File: src/rtl/sync_fifo_prog_pkg.sv
// Shared definitions for the programmable FIFO: read-mode encodings and the
// occupancy-counter width helper.
package fifo_pkg;
  localparam int FIFO_MODE_STD  = 0;
  localparam int FIFO_MODE_FWFT = 1;

  // Occupancy spans 0..DEPTH inclusive, so one bit wider than the pointers.
  function automatic int lvl_width(input int depth);
    return $clog2(depth) + 1;
  endfunction
endpackage

File: src/rtl/sync_fifo_prog_if.sv
// Write/read handshake bundle for sync_fifo_prog; master drives requests, slave is the FIFO.
interface sync_fifo_prog_if
  import fifo_pkg::*;
#(
  parameter int DATA_WIDTH = 16,
  parameter int DEPTH      = 16
);
  localparam int LW = lvl_width(DEPTH);

  logic                  flush_i;
  logic                  wr_en_i;
  logic [DATA_WIDTH-1:0] wr_data_i;
  logic                  full_o;
  logic                  almost_full_o;
  logic                  rd_en_i;
  logic [DATA_WIDTH-1:0] rd_data_o;
  logic                  rd_valid_o;
  logic                  empty_o;
  logic                  almost_empty_o;
  logic [LW-1:0]         level_o;
  logic                  overflow_o;
  logic                  underflow_o;

  modport master (
    output flush_i, wr_en_i, wr_data_i, rd_en_i,
    input  full_o, almost_full_o, rd_data_o, rd_valid_o, empty_o,
           almost_empty_o, level_o, overflow_o, underflow_o
  );

  modport slave (
    input  flush_i, wr_en_i, wr_data_i, rd_en_i,
    output full_o, almost_full_o, rd_data_o, rd_valid_o, empty_o,
           almost_empty_o, level_o, overflow_o, underflow_o
  );
endinterface

File: src/rtl/sync_fifo_prog_regfile.sv
// DATA_WIDTH x DEPTH flop array: one synchronous write port, one combinational read port.
module fifo_regfile #(
  parameter int DATA_WIDTH = 16,
  parameter int DEPTH      = 16,
  parameter int AW         = $clog2(DEPTH)
) (
  input  logic                  clk,
  input  logic                  rst_n,
  input  logic                  we,
  input  logic [AW-1:0]         waddr,
  input  logic [DATA_WIDTH-1:0] wdata,
  input  logic [AW-1:0]         raddr,
  output logic [DATA_WIDTH-1:0] rdata
);
  logic [DEPTH-1:0][DATA_WIDTH-1:0] mem;

  // Reset clears the array so a fall-through read port shows zero out of reset.
  always_ff @(posedge clk or negedge rst_n) begin
    if (!rst_n)  mem        <= '0;
    else if (we) mem[waddr] <= wdata;
  end

  assign rdata = mem[raddr];
endmodule

File: src/rtl/sync_fifo_prog.sv
// Single-clock FIFO with FWFT/registered read modes, programmable almost flags,
// occupancy output, synchronous flush, and sticky overflow/underflow.
module sync_fifo_prog
  import fifo_pkg::*;
#(
  parameter int DATA_WIDTH    = 16,
  parameter int DEPTH         = 16,
  parameter int FWFT          = FIFO_MODE_STD,
  parameter int AFULL_THRESH  = DEPTH - 2,
  parameter int AEMPTY_THRESH = 2
) (
  input  logic           clk,
  input  logic           rst_n,
  sync_fifo_prog_if.slave bus
);
  localparam int AW = $clog2(DEPTH);
  localparam int LW = lvl_width(DEPTH);

  if (DEPTH < 2 || (DEPTH & (DEPTH - 1)) != 0 ||
      AEMPTY_THRESH < 0 || AEMPTY_THRESH >= AFULL_THRESH || AFULL_THRESH > DEPTH ||
      (FWFT != FIFO_MODE_STD && FWFT != FIFO_MODE_FWFT)) begin : g_bad_cfg
    $error("sync_fifo_prog: illegal DEPTH/threshold/mode configuration");
  end

  logic [AW-1:0]         wr_ptr, rd_ptr;
  logic [LW-1:0]         level;
  logic                  full, empty, rd_acc, wr_acc;
  logic                  ovf_q, unf_q;
  logic [DATA_WIDTH-1:0] mem_rdata;

  // Status decodes look only at the registered level, never at this cycle's requests.
  assign full   = (level == LW'(DEPTH));
  assign empty  = (level == '0);
  assign rd_acc = bus.rd_en_i && !empty;
  assign wr_acc = bus.wr_en_i && (!full || rd_acc);

  always_ff @(posedge clk or negedge rst_n) begin
    if (!rst_n) begin
      wr_ptr <= '0;
      rd_ptr <= '0;
      level  <= '0;
      ovf_q  <= 1'b0;
      unf_q  <= 1'b0;
    end else if (bus.flush_i) begin
      wr_ptr <= '0;
      rd_ptr <= '0;
      level  <= '0;
      ovf_q  <= 1'b0;
      unf_q  <= 1'b0;
    end else begin
      if (wr_acc) wr_ptr <= wr_ptr + AW'(1);
      if (rd_acc) rd_ptr <= rd_ptr + AW'(1);
      case ({wr_acc, rd_acc})
        2'b10:   level <= level + LW'(1);
        2'b01:   level <= level - LW'(1);
        default: level <= level;
      endcase
      if (bus.wr_en_i && !wr_acc) ovf_q <= 1'b1;
      if (bus.rd_en_i && empty)   unf_q <= 1'b1;
    end
  end

  fifo_regfile #(
    .DATA_WIDTH (DATA_WIDTH),
    .DEPTH      (DEPTH)
  ) u_regfile (
    .clk   (clk),
    .rst_n (rst_n),
    .we    (wr_acc && !bus.flush_i),
    .waddr (wr_ptr),
    .wdata (bus.wr_data_i),
    .raddr (rd_ptr),
    .rdata (mem_rdata)
  );

  if (FWFT == FIFO_MODE_STD) begin : g_std
    logic [DATA_WIDTH-1:0] rd_data_q;
    logic                  rd_vld_q;

    // Data register holds across flush; only the valid strobe is cleared.
    always_ff @(posedge clk or negedge rst_n) begin
      if (!rst_n) begin
        rd_data_q <= '0;
        rd_vld_q  <= 1'b0;
      end else if (bus.flush_i) begin
        rd_vld_q  <= 1'b0;
      end else begin
        rd_vld_q  <= rd_acc;
        if (rd_acc) rd_data_q <= mem_rdata;
      end
    end

    assign bus.rd_data_o  = rd_data_q;
    assign bus.rd_valid_o = rd_vld_q;
  end else begin : g_fwft
    assign bus.rd_data_o  = mem_rdata;
    assign bus.rd_valid_o = !empty;
  end

  assign bus.full_o         = full;
  assign bus.empty_o        = empty;
  assign bus.almost_full_o  = (level >= LW'(AFULL_THRESH));
  assign bus.almost_empty_o = (level <= LW'(AEMPTY_THRESH));
  assign bus.level_o        = level;
  assign bus.overflow_o     = ovf_q;
  assign bus.underflow_o    = unf_q;
endmodule

File: src/flat_wrapper.sv
// flat-port wrapper written by rule: the top's interface ports become plain ports
module sync_fifo_prog_flat import fifo_pkg::*;
#(
  parameter int DATA_WIDTH    = 16,
  parameter int DEPTH         = 16,
  parameter int FWFT          = FIFO_MODE_STD,
  parameter int AFULL_THRESH  = DEPTH - 2,
  parameter int AEMPTY_THRESH = 2
)
  (clk, rst_n, bus_flush_i, bus_wr_en_i, bus_wr_data_i, bus_rd_en_i, bus_full_o, bus_almost_full_o, bus_rd_data_o, bus_rd_valid_o, bus_empty_o, bus_almost_empty_o, bus_level_o, bus_overflow_o, bus_underflow_o);
  sync_fifo_prog_if #(.DATA_WIDTH(DATA_WIDTH), .DEPTH(DEPTH)) bus_i ();
  input  logic clk;
  input  logic rst_n;
  input wire logic [$bits(bus_i.flush_i)-1:0] bus_flush_i;
  input wire logic [$bits(bus_i.wr_en_i)-1:0] bus_wr_en_i;
  input wire logic [$bits(bus_i.wr_data_i)-1:0] bus_wr_data_i;
  input wire logic [$bits(bus_i.rd_en_i)-1:0] bus_rd_en_i;
  output wire logic [$bits(bus_i.full_o)-1:0] bus_full_o;
  output wire logic [$bits(bus_i.almost_full_o)-1:0] bus_almost_full_o;
  output wire logic [$bits(bus_i.rd_data_o)-1:0] bus_rd_data_o;
  output wire logic [$bits(bus_i.rd_valid_o)-1:0] bus_rd_valid_o;
  output wire logic [$bits(bus_i.empty_o)-1:0] bus_empty_o;
  output wire logic [$bits(bus_i.almost_empty_o)-1:0] bus_almost_empty_o;
  output wire logic [$bits(bus_i.level_o)-1:0] bus_level_o;
  output wire logic [$bits(bus_i.overflow_o)-1:0] bus_overflow_o;
  output wire logic [$bits(bus_i.underflow_o)-1:0] bus_underflow_o;
  assign bus_i.flush_i = bus_flush_i;
  assign bus_i.wr_en_i = bus_wr_en_i;
  assign bus_i.wr_data_i = bus_wr_data_i;
  assign bus_i.rd_en_i = bus_rd_en_i;
  assign bus_full_o = bus_i.full_o;
  assign bus_almost_full_o = bus_i.almost_full_o;
  assign bus_rd_data_o = bus_i.rd_data_o;
  assign bus_rd_valid_o = bus_i.rd_valid_o;
  assign bus_empty_o = bus_i.empty_o;
  assign bus_almost_empty_o = bus_i.almost_empty_o;
  assign bus_level_o = bus_i.level_o;
  assign bus_overflow_o = bus_i.overflow_o;
  assign bus_underflow_o = bus_i.underflow_o;
  sync_fifo_prog #(.DATA_WIDTH(DATA_WIDTH), .DEPTH(DEPTH), .FWFT(FWFT), .AFULL_THRESH(AFULL_THRESH), .AEMPTY_THRESH(AEMPTY_THRESH)) u_core (.clk(clk), .rst_n(rst_n), .bus(bus_i));
endmodule
File: config.mk
export PLATFORM = sky130hd
export DESIGN_NAME = sync_fifo_prog_flat
export DESIGN_NICKNAME = d
export VERILOG_FILES = /design/src/rtl/sync_fifo_prog_pkg.sv /design/src/rtl/sync_fifo_prog_if.sv /design/src/rtl/sync_fifo_prog_regfile.sv /design/src/rtl/sync_fifo_prog.sv /design/src/flat_wrapper.sv
export SDC_FILE = /design/constraint.sdc
export NUM_CORES = 1
export LEC_CHECK = 0
export CORE_MARGIN = 5
export CORE_UTILIZATION = 55
export CTS_BUF_LIST = sky130_fd_sc_hd__clkbuf_16
export CTS_CLUSTER_DIAMETER = 200
export DETAILED_ROUTE_END_ITERATION = 10
export PLACE_DENSITY = 0.73
export SETUP_SLACK_MARGIN = 0.4
export SYNTH_ARGS = -nofsm -noshare
export SYNTH_HDL_FRONTEND = slang
export SYNTH_HIERARCHICAL = 1
export SYNTH_SLANG_ARGS = --single-unit
File: constraint.sdc
create_clock -name clk -period 3.24 [get_ports clk]
set_clock_uncertainty 0.1 [all_clocks]
set_input_delay 0.324 -clock clk [delete_from_list [all_inputs] [get_ports clk]]
set_output_delay 0.324 -clock clk [all_outputs]
set_load 0.05 [all_outputs]
# ---- Word level (Yosys, flattened, before mapping)
# Cells that the tools add are included.
dict set report classes {
  addsub 4
  order_cmp 5
  eq_ne 3
  n_mux 16
  n_bitwise 1
  n_reduce_logical 18
}
# operator count
set op_table {}
lappend op_table {{256-bit bitwise mux} 1}
lappend op_table {{16-bit binary-select mux with 4-bit select} 1}
lappend op_table {{16-bit demux with 4-bit select} 1}
lappend op_table {{16-bit 2-to-1 mux} 2}
lappend op_table {{4-bit 2-to-1 mux} 4}
lappend op_table {{4-bit by 5-bit less-than comparator with 1-bit output (second input constant)} 2}
lappend op_table {{5-bit case mux with 2 select lines} 1}
lappend op_table {{4-bit by 1-bit adder with 4-bit output (second input constant)} 2}
lappend op_table {{2-bit nonzero test} 4}
lappend op_table {{1-bit logical AND} 6}
lappend op_table {{5-bit by 1-bit adder with 5-bit output (second input constant)} 1}
lappend op_table {{5-bit == test (second input constant)} 1}
lappend op_table {{5-bit by 4-bit greater-or-equal comparator with 1-bit output (second input constant)} 1}
lappend op_table {{5-bit by 2-bit less-or-equal comparator with 1-bit output (second input constant)} 1}
lappend op_table {{5-bit logical NOT} 1}
lappend op_table {{1-bit 2-to-1 mux} 5}
lappend op_table {{5-bit 2-to-1 mux} 1}
lappend op_table {{5-bit by 1-bit subtractor with 5-bit output (second input constant)} 1}
lappend op_table {{4-bit by 1-bit greater-or-equal comparator with 1-bit output (second input constant)} 1}
lappend op_table {{1-bit logical NOT} 4}
lappend op_table {{3-bit nonzero test} 1}
lappend op_table {{2-bit by 1-bit == test with 1-bit output (second input constant)} 1}
lappend op_table {{2-bit == test (second input constant)} 1}
lappend op_table {{2-bit AND reduction} 1}
lappend op_table {{other kinds (2)} 2}
dict set report word_totals {
  ff_bits 288
  in_bits 21
  out_inout_bits 28
  wordCells 70
}

# ---- Logic depth before layout (Yosys ltp)
dict set report logic_depth {
  word_depth 9
  depth_mapped 11
  ltp_nobuf 9
}

# ---- Cells and area by module
# The synthesis kept the hierarchy.
# mod instances cells_each area_each_um2 seq_area_each_um2
set modules_own_cells {}
lappend modules_own_cells {fifo_regfile 1 712 11572.3 6406.1}
lappend modules_own_cells {sync_fifo_prog 1 138 1590.3 800.8}

# ---- Least setup slack after synthesis
# No wires, ideal clock.
dict set report synth_timing {
  path_type {flip-flop to output port}
  start {reg u_core.level[4] (netlist: u_core/bus.level_o[4])}
  end {out bus_almost_empty_o}
  arrival_ns 3.330
  required_time_ns 2.816
  setup_slack_ns -0.514
  stages_incl_launch_ff 3
  n_path_buf 1
  cell_sequence {dfrtp_1 -> clkbuf_1 -> a2111oi_0}
}
dict set report synth_via {
  elab_chain_cells 1
}
# item line_no
set synth_lines {}
lappend synth_lines {{start, declared} sync_fifo_prog.sv:26} ;# logic [LW-1:0] level;
lappend synth_lines {{start signal, assigned} sync_fifo_prog.sv:54} ;# 2'b10: level <= level + LW'(1);
lappend synth_lines {{start signal, assigned} sync_fifo_prog.sv:55} ;# 2'b01: level <= level - LW'(1);
lappend synth_lines {{start signal, assigned} sync_fifo_prog.sv:56} ;# default: level <= level;
lappend synth_lines {{5-bit by 2-bit less-or-equal comparator with 1-bit output} sync_fifo_prog.sv:103} ;# assign bus.almost_empty_o = (level <= LW'(AEMPTY_THRESH));
lappend synth_lines {{end, declared} flat_wrapper.sv:23} ;# output wire logic [$bits(bus_i.almost_empty_o)-1:0] bus_almost_empty_o;
# No other way between the ends.

# ---- Worst setup path in the final report
dict set report layout_timing {
  start {reg u_core.level[0] (netlist: u_core/bus.level_o[0])}
  end {reg u_core.level[4] (netlist: u_core/bus.level_o[4])}
}
dict set report layout_via {
  elab_chain_cells 8
  word_cells_on_any_way 14
  cone_classes {add/sub (2); eq/ne (3); mux (2); reduce/logical (7)}
}
# item line_no
set layout_lines {}
lappend layout_lines {{5-bit logical NOT} sync_fifo_prog.sv:33} ;# assign empty = (level == '0);
lappend layout_lines {{1-bit logical NOT} sync_fifo_prog.sv:34} ;# assign rd_acc = bus.rd_en_i && !empty;
lappend layout_lines {{1-bit logical AND} sync_fifo_prog.sv:34}
lappend layout_lines {{1-bit logical OR} sync_fifo_prog.sv:35} ;# assign wr_acc = bus.wr_en_i && (!full || rd_acc);
lappend layout_lines {{1-bit logical AND} sync_fifo_prog.sv:35}
lappend layout_lines {{2-bit by 1-bit == test with 1-bit output / 2-bit == test (equally long branches)} sync_fifo_prog.sv:53} ;# case ({wr_acc, rd_acc})
lappend layout_lines {{5-bit case mux with 2 select lines} sync_fifo_prog.sv:53}
lappend layout_lines {{5-bit 2-to-1 mux} sync_fifo_prog.sv:44} ;# end else if (bus.flush_i) begin
# Several ways; a longest one is shown, not always the timed one.
# A chain may end at the register's enable or synchronous reset.

==> flow_summary_export.csv <==
group,metric,value,unit
route,drt_iter0_drc,552,
setup_path,critPathTopFamily,"simple AND/OR/NAND/NOR gates",
flow_run,maxCapViolations,0,
floorplan,coreArea,23500,µm²
floorplan,die_area,27100,µm²
timing,setup_viol_count_final,0,
yosys,synth_area,13200,µm²
yosys,ys_top_cells_by_count,"dfrtp_1, mux2_2, mux4_2",
grt,track_usage,0.231,
power,p_leak,0.00697,µW
timing,hold_viol,0,
timing,fin_crit_sh,0.852,
floorplan,io_pins,49,
yosys,ys_async_sr_fraction,1.00,
clock_tree,clkLatencyLatePin,0.54,ns
floorplan,die_w,165,µm
timing,fmax,362,MHz
place,place.gp.congestion,0.856,
place,hpwl,19.4,mm
setup_path,critPathSlowestCell,"or4_4",
yosys,synth_top_cell_area_share,0.548,
clock_tree,cts_htree_levels,1,
outcome,outcome,"completed",
final_layout,antennaDiodeCount,0,
setup_path,startpoint_type,"flip-flop",
yosys,syn_nets,877,
clock_tree,cts_sinks,288,
route,viasPerCell,6.07,
route,route.detailed.drc,0,
grt,antenna_found_initial,3,
route,dr.pass1.iters,7,
final_layout,syn_to_final_growth,14.6,%
clock_tree,cts-buffers-inserted,30,
setup_path,cp.buffers_inverters,1,
floorplan,fp-row-count,56,
yosys,yosysMostFrequentCell,"dfrtp_1",
yosys,yosysWarningCount,6,
timing,rsz0062_at_grt,"false",
final_layout,fill_cells,1768,
grt,grt_max_degree,107,
power,total_power,10700,µW
timing,slew_headroom,0.226,
yosys,syn_avg_cell_area,15.5,µm²
route,routedWlPerCell,24.0,µm
yosys,synthDistinctLibCells,47,
setup_path,cp.arrival,3.12,ns
clock_tree,cts_tree,"yes",
setup_path,cp_max_fo,9,
setup_path,max_stage_delay,0.63,ns
yosys,syn_inst,850,
timing,finalCriticalPeriod,2.76,ns
setup_path,path_class,"reg2reg",
yosys,yosys_most_used_dff,"dfrtp_1",
floorplan,dieHeight,165,µm
grt,grt-ovfl-total,0,
place,io_buffers,48,
setup_path,cp.required,3.60,ns
yosys,yosysTopAreaCell,"dfrtp_1",
clock_tree,clockBufferDepth,3,
setup_path,rrSetupSlack,0.48,ns
timing,setup-tns-final,0,ns
setup_path,crit_chain,"or4_4 > o21ai_4 > or2b_4 > inv_2 > ha_4 > nand2b_1 > a21oi_2 > mux2_4 > a31oi_1",
yosys,ys_ff_latch,288,
setup_path,worstSetupEndpointType,"flip-flop",
final_layout,multi_input_area,5650,µm²
grt,grt_first_pass_wirelength,48.2,mm
final_layout,seq_area,7210,µm²
timing,worst_slew_pin_slew,1.16,ns
clock_tree,clockRootBuffer,"clkbuf_16",
clock_tree,clk_pin_slew_worst_paths,0.06,ns
power,ir_worst_vdd,0.518,mV
power,p_per_area,711,nW/µm²
timing,slew_violations,0,
yosys,synth_edf_count,0,
final_layout,final_nets,942,
floorplan,initial_utilization,0.559,
route,drt-total-wl,30.0,mm
grt,first_global_vias,8363,
yosys,synth.area.top_cells,"dfrtp_1, mux2_2, mux4_2",
hold_path,hp-class,"in2async",
route,ant_nets,0,
yosys,seq_area_frac_synth,0.548,
final_layout,drive_gt1_frac,0.482,
route,vias,7598,
==> report_power, final <==
part / total, µW / switching [µW] / internal, µW / leakage, µW
sequential: 4560 / 432 / 4130 / 0.00387
clock: 3030 / 1330 / 1700 / 0.000441
combinational: 3140 / 1630 / 1510 / 0.00265
total: 10700 / 3390 / 7330 / 0.00697
==> worst paths after layout <==
check,to,depth (start not counted),startpoint
worst max-delay path,u_core/bus.level_o[4],9,u_core/bus.level_o[0]
worst min-delay path,u_core/u_regfile/mem[193],2,rst_n
worst max register to register,u_core/bus.level_o[4],9,u_core/bus.level_o[0]
worst min register to register,u_core/u_regfile/mem[206],1,u_core/u_regfile/mem[206]
max in group asynchronous,u_core/u_regfile/mem[31],3,rst_n
min in group clk,u_core/u_regfile/mem[206],1,u_core/u_regfile/mem[206]
==> flip-flops by register name (all words and copies together), names as in the netlist <==
signal / count
u_core/bus.rd_data_o: 16
u_core/wr_ptr: 4
u_core/bus.overflow_o: 1
u_core/rd_ptr: 4
u_core/bus.underflow_o: 1
u_core/bus.level_o: 5
u_core/bus.rd_valid_o: 1
u_core/u_regfile/mem: 256
==> cell usage in the layout (no fill, tap or decap), types with 4 or more instances in the layout <==
master,instances
mux4_2,64
xor2_1,5
nand3b_1,4
clkinv_1,9
buf_12,4
mux2_4,11
buf_4,47
nand2_1,20
nand3_1,6
nor2_1,16
a22oi_1,32
inv_1,13
clkdlybuf4s50_1,44
nor2_2,7
ha_1,4
nor2b_1,4
nor3_2,6
mux2_2,259
clkbuf_16,31
dfrtp_1,284
==> layout make-up <==
type | count | area share
clock inverter | 19 | 0.00514
inverter | 7 | 0.00174
clock buffer | 31 | 0.0514
sequential | 288 | 0.478
multi-input combinational | 487 | 0.375
timing repair buffer | 101 | 0.0624
tap | 319 | 0.0265
==> metal layers <==
metal  vias up  GRT usage  part of all wire
li1       3278          -                 -
met2       195      0.384              0.50
met1      4064      0.319              0.41
met4         6     0.0533             0.021
met3        55     0.0457             0.064
met5         -          0            0.0015
==> worst register-to-register path: stages (launching register included) <==
cell and delay, ns:
dfrtp_2 0.47, or4_4 0.63, o21ai_4 0.20, or2b_4 0.16
inv_2 0.07, ha_4 0.28, nand2b_1 0.08, a21oi_2 0.23
mux2_4 0.32, a31oi_1 0.13
==> timing repair <==
action                                  CTS  global route
pin swaps                                 0             4
hold buffers                              1             0
endpoints found under the setup margin    2            16
resized for setup                         2             4
setup buffers                             0             4
hold endpoints to repair                102             0
==> cells by family (layout without fill, tap and decap cells) <==
group,count (synthesis),in the layout,share of synthesized area
AO/OA/AOI/OAI,54,54,0.0306
XOR/XNOR,7,7,0.00466
adder cells (fa/ha/maj),6,6,0.00627
buffers and inverters,75,158,0.0279
flip-flops,288,288,0.548
multiplexers,340,340,0.348
AND/OR/NAND/NOR,80,80,0.0348
==> through the flow <==
step | hold slack, ns | instances | setup WS [ns] | area (µm²) | utilization
detailed placement | 0.337 | 1197 | 0.396 | 14200 | 0.602
floorplan | -0.0716 | 850 | 0.405 | 13200 | -
global route | 0.387 | 1252 | 0.398 | 15100 | 0.641
finish | 0.293 | 1252 | 0.480 | 15100 | 0.641
global placement | 0.303 | 1197 | 0.489 | 14200 | 0.602
CTS | 0.351 | 1248 | 0.440 | 15000 | 0.639
Note: power is estimated with default switching activity, not from simulation.
